### src/rtl/seq_key_lock.sv
// seq_key_lock: multi-step combination lock with wildcard key matching.
// Ports:
//   clk, rstn (sync, active-low)
//   key_valid, key, relock (in)
//   ready, unlock, step, fail_cnt, locked_out (out)
// Lockout feature: define SEQ_KEY_LOCK_LOCKOUT_EN.
module seq_key_lock #(
  parameter int unsigned WIDTH       = 8,
  parameter int unsigned STEPS       = 3,
  parameter logic [STEPS*WIDTH-1:0] PATTERN =
    {8'h00, 8'h3C, 8'h84},
  parameter logic [STEPS*WIDTH-1:0] MASK =
    {8'h0F, 8'hFF, 8'hA5},
  parameter int unsigned MAX_FAIL    = 3,
  parameter int unsigned LOCKOUT_CYC = 16,
  parameter int unsigned REARM_DLY   = 2
) (
  input  logic                           clk,
  input  logic                           rstn,
  input  logic                           key_valid,
  input  logic [WIDTH-1:0]               key,
  input  logic                           relock,
  output logic                           ready,
  output logic                           unlock,
  output logic [$clog2(STEPS+1)-1:0]     step,
  output logic [$clog2(MAX_FAIL+1)-1:0]  fail_cnt,
  output logic                           locked_out
);

  localparam int SW = $clog2(STEPS + 1);
  localparam int FW = $clog2(MAX_FAIL + 1);
  localparam int RW = $clog2(REARM_DLY + 1);

  localparam logic [SW-1:0] LAST    = SW'(STEPS - 1);
  localparam logic [FW-1:0] FMAX    = FW'(MAX_FAIL);
  localparam logic [RW-1:0] ARM_END = RW'(REARM_DLY - 1);

`ifdef SEQ_KEY_LOCK_LOCKOUT_EN
  localparam int LW = $clog2(LOCKOUT_CYC + 1);
  localparam logic [LW-1:0] LOCK_LOAD = LW'(LOCKOUT_CYC);

  typedef enum logic [1:0] {
    ARM, SEQ, OPEN, LOCKOUT
  } state_t;

  logic [LW-1:0] lock_cnt, lock_n;
`else
  typedef enum logic [1:0] {
    ARM, SEQ, OPEN
  } state_t;

  logic unused_lockout;
  assign unused_lockout = (LOCKOUT_CYC != 0);
`endif

  state_t        state, state_n;
  logic [SW-1:0] step_n;
  logic [FW-1:0] fail_n, fail_inc;
  logic [RW-1:0] arm_cnt, arm_n;
  logic          hit;

  always_ff @(posedge clk) begin
    if (!rstn) begin
      state    <= ARM;
      step     <= '0;
      fail_cnt <= '0;
      arm_cnt  <= '0;
`ifdef SEQ_KEY_LOCK_LOCKOUT_EN
      lock_cnt <= '0;
`endif
    end else begin
      state    <= state_n;
      step     <= step_n;
      fail_cnt <= fail_n;
      arm_cnt  <= arm_n;
`ifdef SEQ_KEY_LOCK_LOCKOUT_EN
      lock_cnt <= lock_n;
`endif
    end
  end

  // Masked compare against the pattern of the current step.
  always_comb begin
    hit = 1'b0;
    for (int k = 0; k < STEPS; k++) begin
      if (step == SW'(k))
        hit = ((key ^ PATTERN[k*WIDTH +: WIDTH])
               & MASK[k*WIDTH +: WIDTH]) == '0;
    end
  end

  assign fail_inc = (fail_cnt == FMAX) ?
                    FMAX : fail_cnt + 1'b1;

  always_comb begin
    state_n = state;
    step_n  = step;
    fail_n  = fail_cnt;
    arm_n   = arm_cnt;
`ifdef SEQ_KEY_LOCK_LOCKOUT_EN
    lock_n  = lock_cnt;
`endif
    case (state)
      ARM: begin
        arm_n = arm_cnt + 1'b1;
        if (arm_cnt == ARM_END)
          state_n = SEQ;
      end
      SEQ: begin
        if (relock) begin
          step_n = '0;
        end else if (key_valid) begin
          if (hit) begin
            if (step == LAST) begin
              state_n = OPEN;
              step_n  = '0;
              fail_n  = '0;
            end else begin
              step_n = step + 1'b1;
            end
          end else begin
            step_n = '0;
            fail_n = fail_inc;
`ifdef SEQ_KEY_LOCK_LOCKOUT_EN
            if (fail_inc == FMAX) begin
              state_n = LOCKOUT;
              lock_n  = LOCK_LOAD;
            end
`endif
          end
        end
      end
      OPEN: begin
        if (relock)
          state_n = SEQ;
      end
`ifdef SEQ_KEY_LOCK_LOCKOUT_EN
      LOCKOUT: begin
        // Exit on the edge that consumes the last lockout cycle.
        lock_n = lock_cnt - 1'b1;
        if (lock_cnt == LW'(1)) begin
          state_n = SEQ;
          fail_n  = '0;
        end
      end
`endif
      default: state_n = ARM;
    endcase
  end

  assign ready  = (state == SEQ);
  assign unlock = (state == OPEN);
`ifdef SEQ_KEY_LOCK_LOCKOUT_EN
  assign locked_out = (state == LOCKOUT);
`else
  assign locked_out = 1'b0;
`endif

endmodule

### config.mk
export PLATFORM = sky130hd
export DESIGN_NAME = seq_key_lock
export DESIGN_NICKNAME = d
export VERILOG_FILES = /design/src/rtl/seq_key_lock.sv
export SDC_FILE = /design/constraint.sdc
export NUM_CORES = 1
export LEC_CHECK = 0
export ABC_CLOCK_PERIOD_IN_PS = 1300
export CORE_MARGIN = 8
export CORE_UTILIZATION = 23
export CTS_CLUSTER_DIAMETER = 50
export DETAILED_ROUTE_END_ITERATION = 7
export PLACE_DENSITY = 0.55
export SLEW_MARGIN = 20
export SYNTH_ARGS = -nofsm -noshare
export SYNTH_HDL_FRONTEND = slang
export SYNTH_SLANG_ARGS = --single-unit
### constraint.sdc
create_clock -name clk -period 1.3 [get_ports clk]
set_input_delay 0.325 -clock clk [delete_from_list [all_inputs] [get_ports clk]]
set_output_delay 0.325 -clock clk [all_outputs]
set_load 0.05 [all_outputs]
==> results.cfg <==
[sta]
slew_viol_final = 0
post-route-min-period_ns = 1.39
setup_viol = 3
setup_ws_ns = -0.0877
rsz0062_at_grt = yes
tns_ns = -0.160
finClkSkew_ns = 0.0126
max_freq_mhz = 721
min_period_over_period = 1.07
finalHoldViolCount = 0

[clocking]
clk_pin_slew_ns = 0.06
clk_latency_ns = 0.27
root_buffer = clkbuf_4
numCtsBuffers = 3
holdBufCountCts = 0
ctsLongestPathBuffers = 2
cts_tree = built
htreeDepth = 1
cts_num_sinks = 8

[setup_path]
r2r-start = state[0]$_SDFFE_PN0P_
endpoint_kind = output pin
crit_required_ns = 0.98
reg2reg_depth = 5
r2r-end = fail_cnt[0]$_SDFFE_PN0P_
rrSetupSlack_ns = -0.01
worstPathMaxFanout = 4
critPathLaunchType = flip-flop
cp.arrival_ns = 1.06
criticalPathCategory = reg -> out

[detailed_routing]
num_vias = 586
firstDrtPassIters = 4
wire_per_inst_um = 14.1
drc = 0
routed_wl_mm = 1.83
viasPerCell = 4.51
postRouteAntennaNets = 0
drt_iter0_drc = 8

[yosys]
ys_seq_area_frac = 0.311
yosys.area.top_type_share = 0.311
synth.avg_cell_area_um2 = 8.18
synth_top_area_cell = dfxtp_1
synthDistinctLibCells = 32
syn_inst = 63
syn_nets = 76
synth-async-reset-ratio = 0
synth_ff_type = dfxtp_1
synthTopCellsByArea = dfxtp_1 (31%), o211a_1 (3.9%), a31oi_1 (3.6%)
synth_most_common_cell = dfxtp_1
synth_edf_count = 0
synth_commonest_cells = dfxtp_1 (8), nand2_1 (5), nor2_1 (5), inv_1 (4)
yosys_warnings = 0
synth_area_um2 = 515
synth_seq_cells = 8

[run_status]
outcome = finished with violations
violations = setup timing

[global_routing]
grt_pass1_vias = 646
grt_max_degree = 8
grt-ovfl-total = 0
grtUsageTotal = 0.0932
grt_first_pass_wirelength_mm = 2.96
grt_antenna_before_repair = 0

[floorplan]
coreArea_mm2 = 0.00217
initial_utilization = 0.238
die_h_um = 63.3
fp-row-count = 17
die_x_um = 63.3
ios = 19
die-area_mm2 = 0.00401

[final_layout]
drive_gt1_frac = 0.520
fill_cells = 201
fin_nets = 116
multi_input_area_um2 = 438
syn2layout_area_growth_pct = 108
diodes = 0
seq_area_um2 = 173

[min_path]
holdPathEnd = arm_cnt[1]$_SDFFE_PN0N_
hold_start = arm_cnt[1]$_SDFFE_PN0N_
holdCritPathClass = reg -> reg
holdPathStages = 1

[place]
dp_hpwl_mm = 1.26
io_buffers = 17
gp_congestion = 0.772
dp_slack_ns = -0.642

[power]
p_leak_nw = 0.442
p_per_area_mw_per_mm2 = 950
peakVddDrop_uv = 537

[job]
drv_cap = 0
## how the worst max path moves through the flow
stage	cells after the start	slack, ns	end	start
after floorplan	5	-0.08	fail_cnt[0]$_SDFFE_PN0P_	step[0]$_SDFFE_PN0P_
after global placement	6	-0.60	fail_cnt[0]$_SDFFE_PN0P_	key[0]
after detailed placement	5	-0.64	step[0]$_SDFFE_PN0P_	key[7]
after CTS	3	-0.09	ready	state[0]$_SDFFE_PN0P_
after global routing	3	-0.11	ready	state[0]$_SDFFE_PN0P_
final	3	-0.09	ready	state[0]$_SDFFE_PN0P_
## critical path: stages, from the launching register on
cell	delay [ns]
dfxtp_4	0.37
buf_6	0.12
nor2b_4	0.17
buf_12	0.15
## where the power goes
| group | internal [mW] | leakage (nW) | switching [mW] |
|---|---|---|---|
| logic | 0.263 | 0.359 | 0.211 |
| registers | 0.287 | 0.0681 | 0.0378 |
| clock network | 0.118 | 0.0150 | 0.105 |
## through the flow
| stage | cells | util | power, mW | instance area, um2 | hold slack [ns] |
|---|---|---|---|---|---|
| after global routing | 130 | 0.495 | 1.08 | 1070 | 0.525 |
| after floorplan | 63 | - | 0.520 | 562 | 0.401 |
| after global placement | 120 | 0.423 | 0.675 | 917 | 0.482 |
| after detailed placement | 120 | 0.423 | 0.683 | 917 | 0.498 |
| after CTS | 128 | 0.469 | 0.956 | 1020 | 0.511 |
| final | 130 | 0.495 | 1.02 | 1070 | 0.508 |
## layout by cell type (no fill, tap or decap), types with 2 or more instances in the layout
master	n
buf_4	17
buf_12	7
nand2_1	5
inv_1	4
dfxtp_1	4
a31oi_1	3
nor2_1	3
clkbuf_4	3
dlygate4sd2_1	3
buf_6	3
dfxtp_4	3
nor2b_4	2
nor4_2	2
a21oi_1	2
nand3b_1	2
o211a_1	2
o21ai_0	2
nand3_1	2
o41ai_2	2
clkdlybuf4s50_1	2
buf_2	2
clkdlybuf4s15_1	2
clkbuf_2	2
## flip-flops by register name (all words and copies together) (netlist names)
signal and flops:
arm_cnt 2, fail_cnt 2, step 2, state 2
## kinds of logic (layout without fill, tap and decap cells)
| kind of cell | Yosys count | in the layout | share of synthesized area |
|---|---|---|---|
| mux | 2 | 2 | 0.0413 |
| compound gates | 17 | 17 | 0.235 |
| xor+xnor | 1 | 1 | 0.0170 |
| other cells | 1 | 1 | 0.00727 |
| flops | 8 | 8 | 0.311 |
| fa+ha+maj | 1 | 1 | 0.0243 |
| simple gates | 26 | 26 | 0.299 |
| buf+inv | 7 | 46 | 0.0655 |
## layer usage
metal  wire length (um)  share of wire  up-vias  GRT usage
li1                   -              -      309          -
met1                819           0.45      268     0.0958
met2                960           0.52        9      0.161
met3                 54          0.029        0     0.0300
met4                  0              0        0     0.0557
met5                  0              0        -          0
## timing repair
| item | in CTS | in global routing |
|---|---|---|
| endpoints found under the setup margin | 8 | 8 |
| pin swaps | 8 | 8 |
| gates resized for setup | 27 | 13 |
| gates cloned | 0 | 0 |
| setup buffers | 4 | 2 |
## cell type report
| cell class | instances | share of cell area |
|---|---|---|
| multi-input cells | 48 | 0.407 |
| repair buffers | 38 | 0.361 |
| flip-flops and latches | 8 | 0.161 |
| well taps | 28 | 0.0326 |
| clock buffers | 4 | 0.0244 |
| inverters | 4 | 0.0140 |
(Power assumes the default switching activity.)
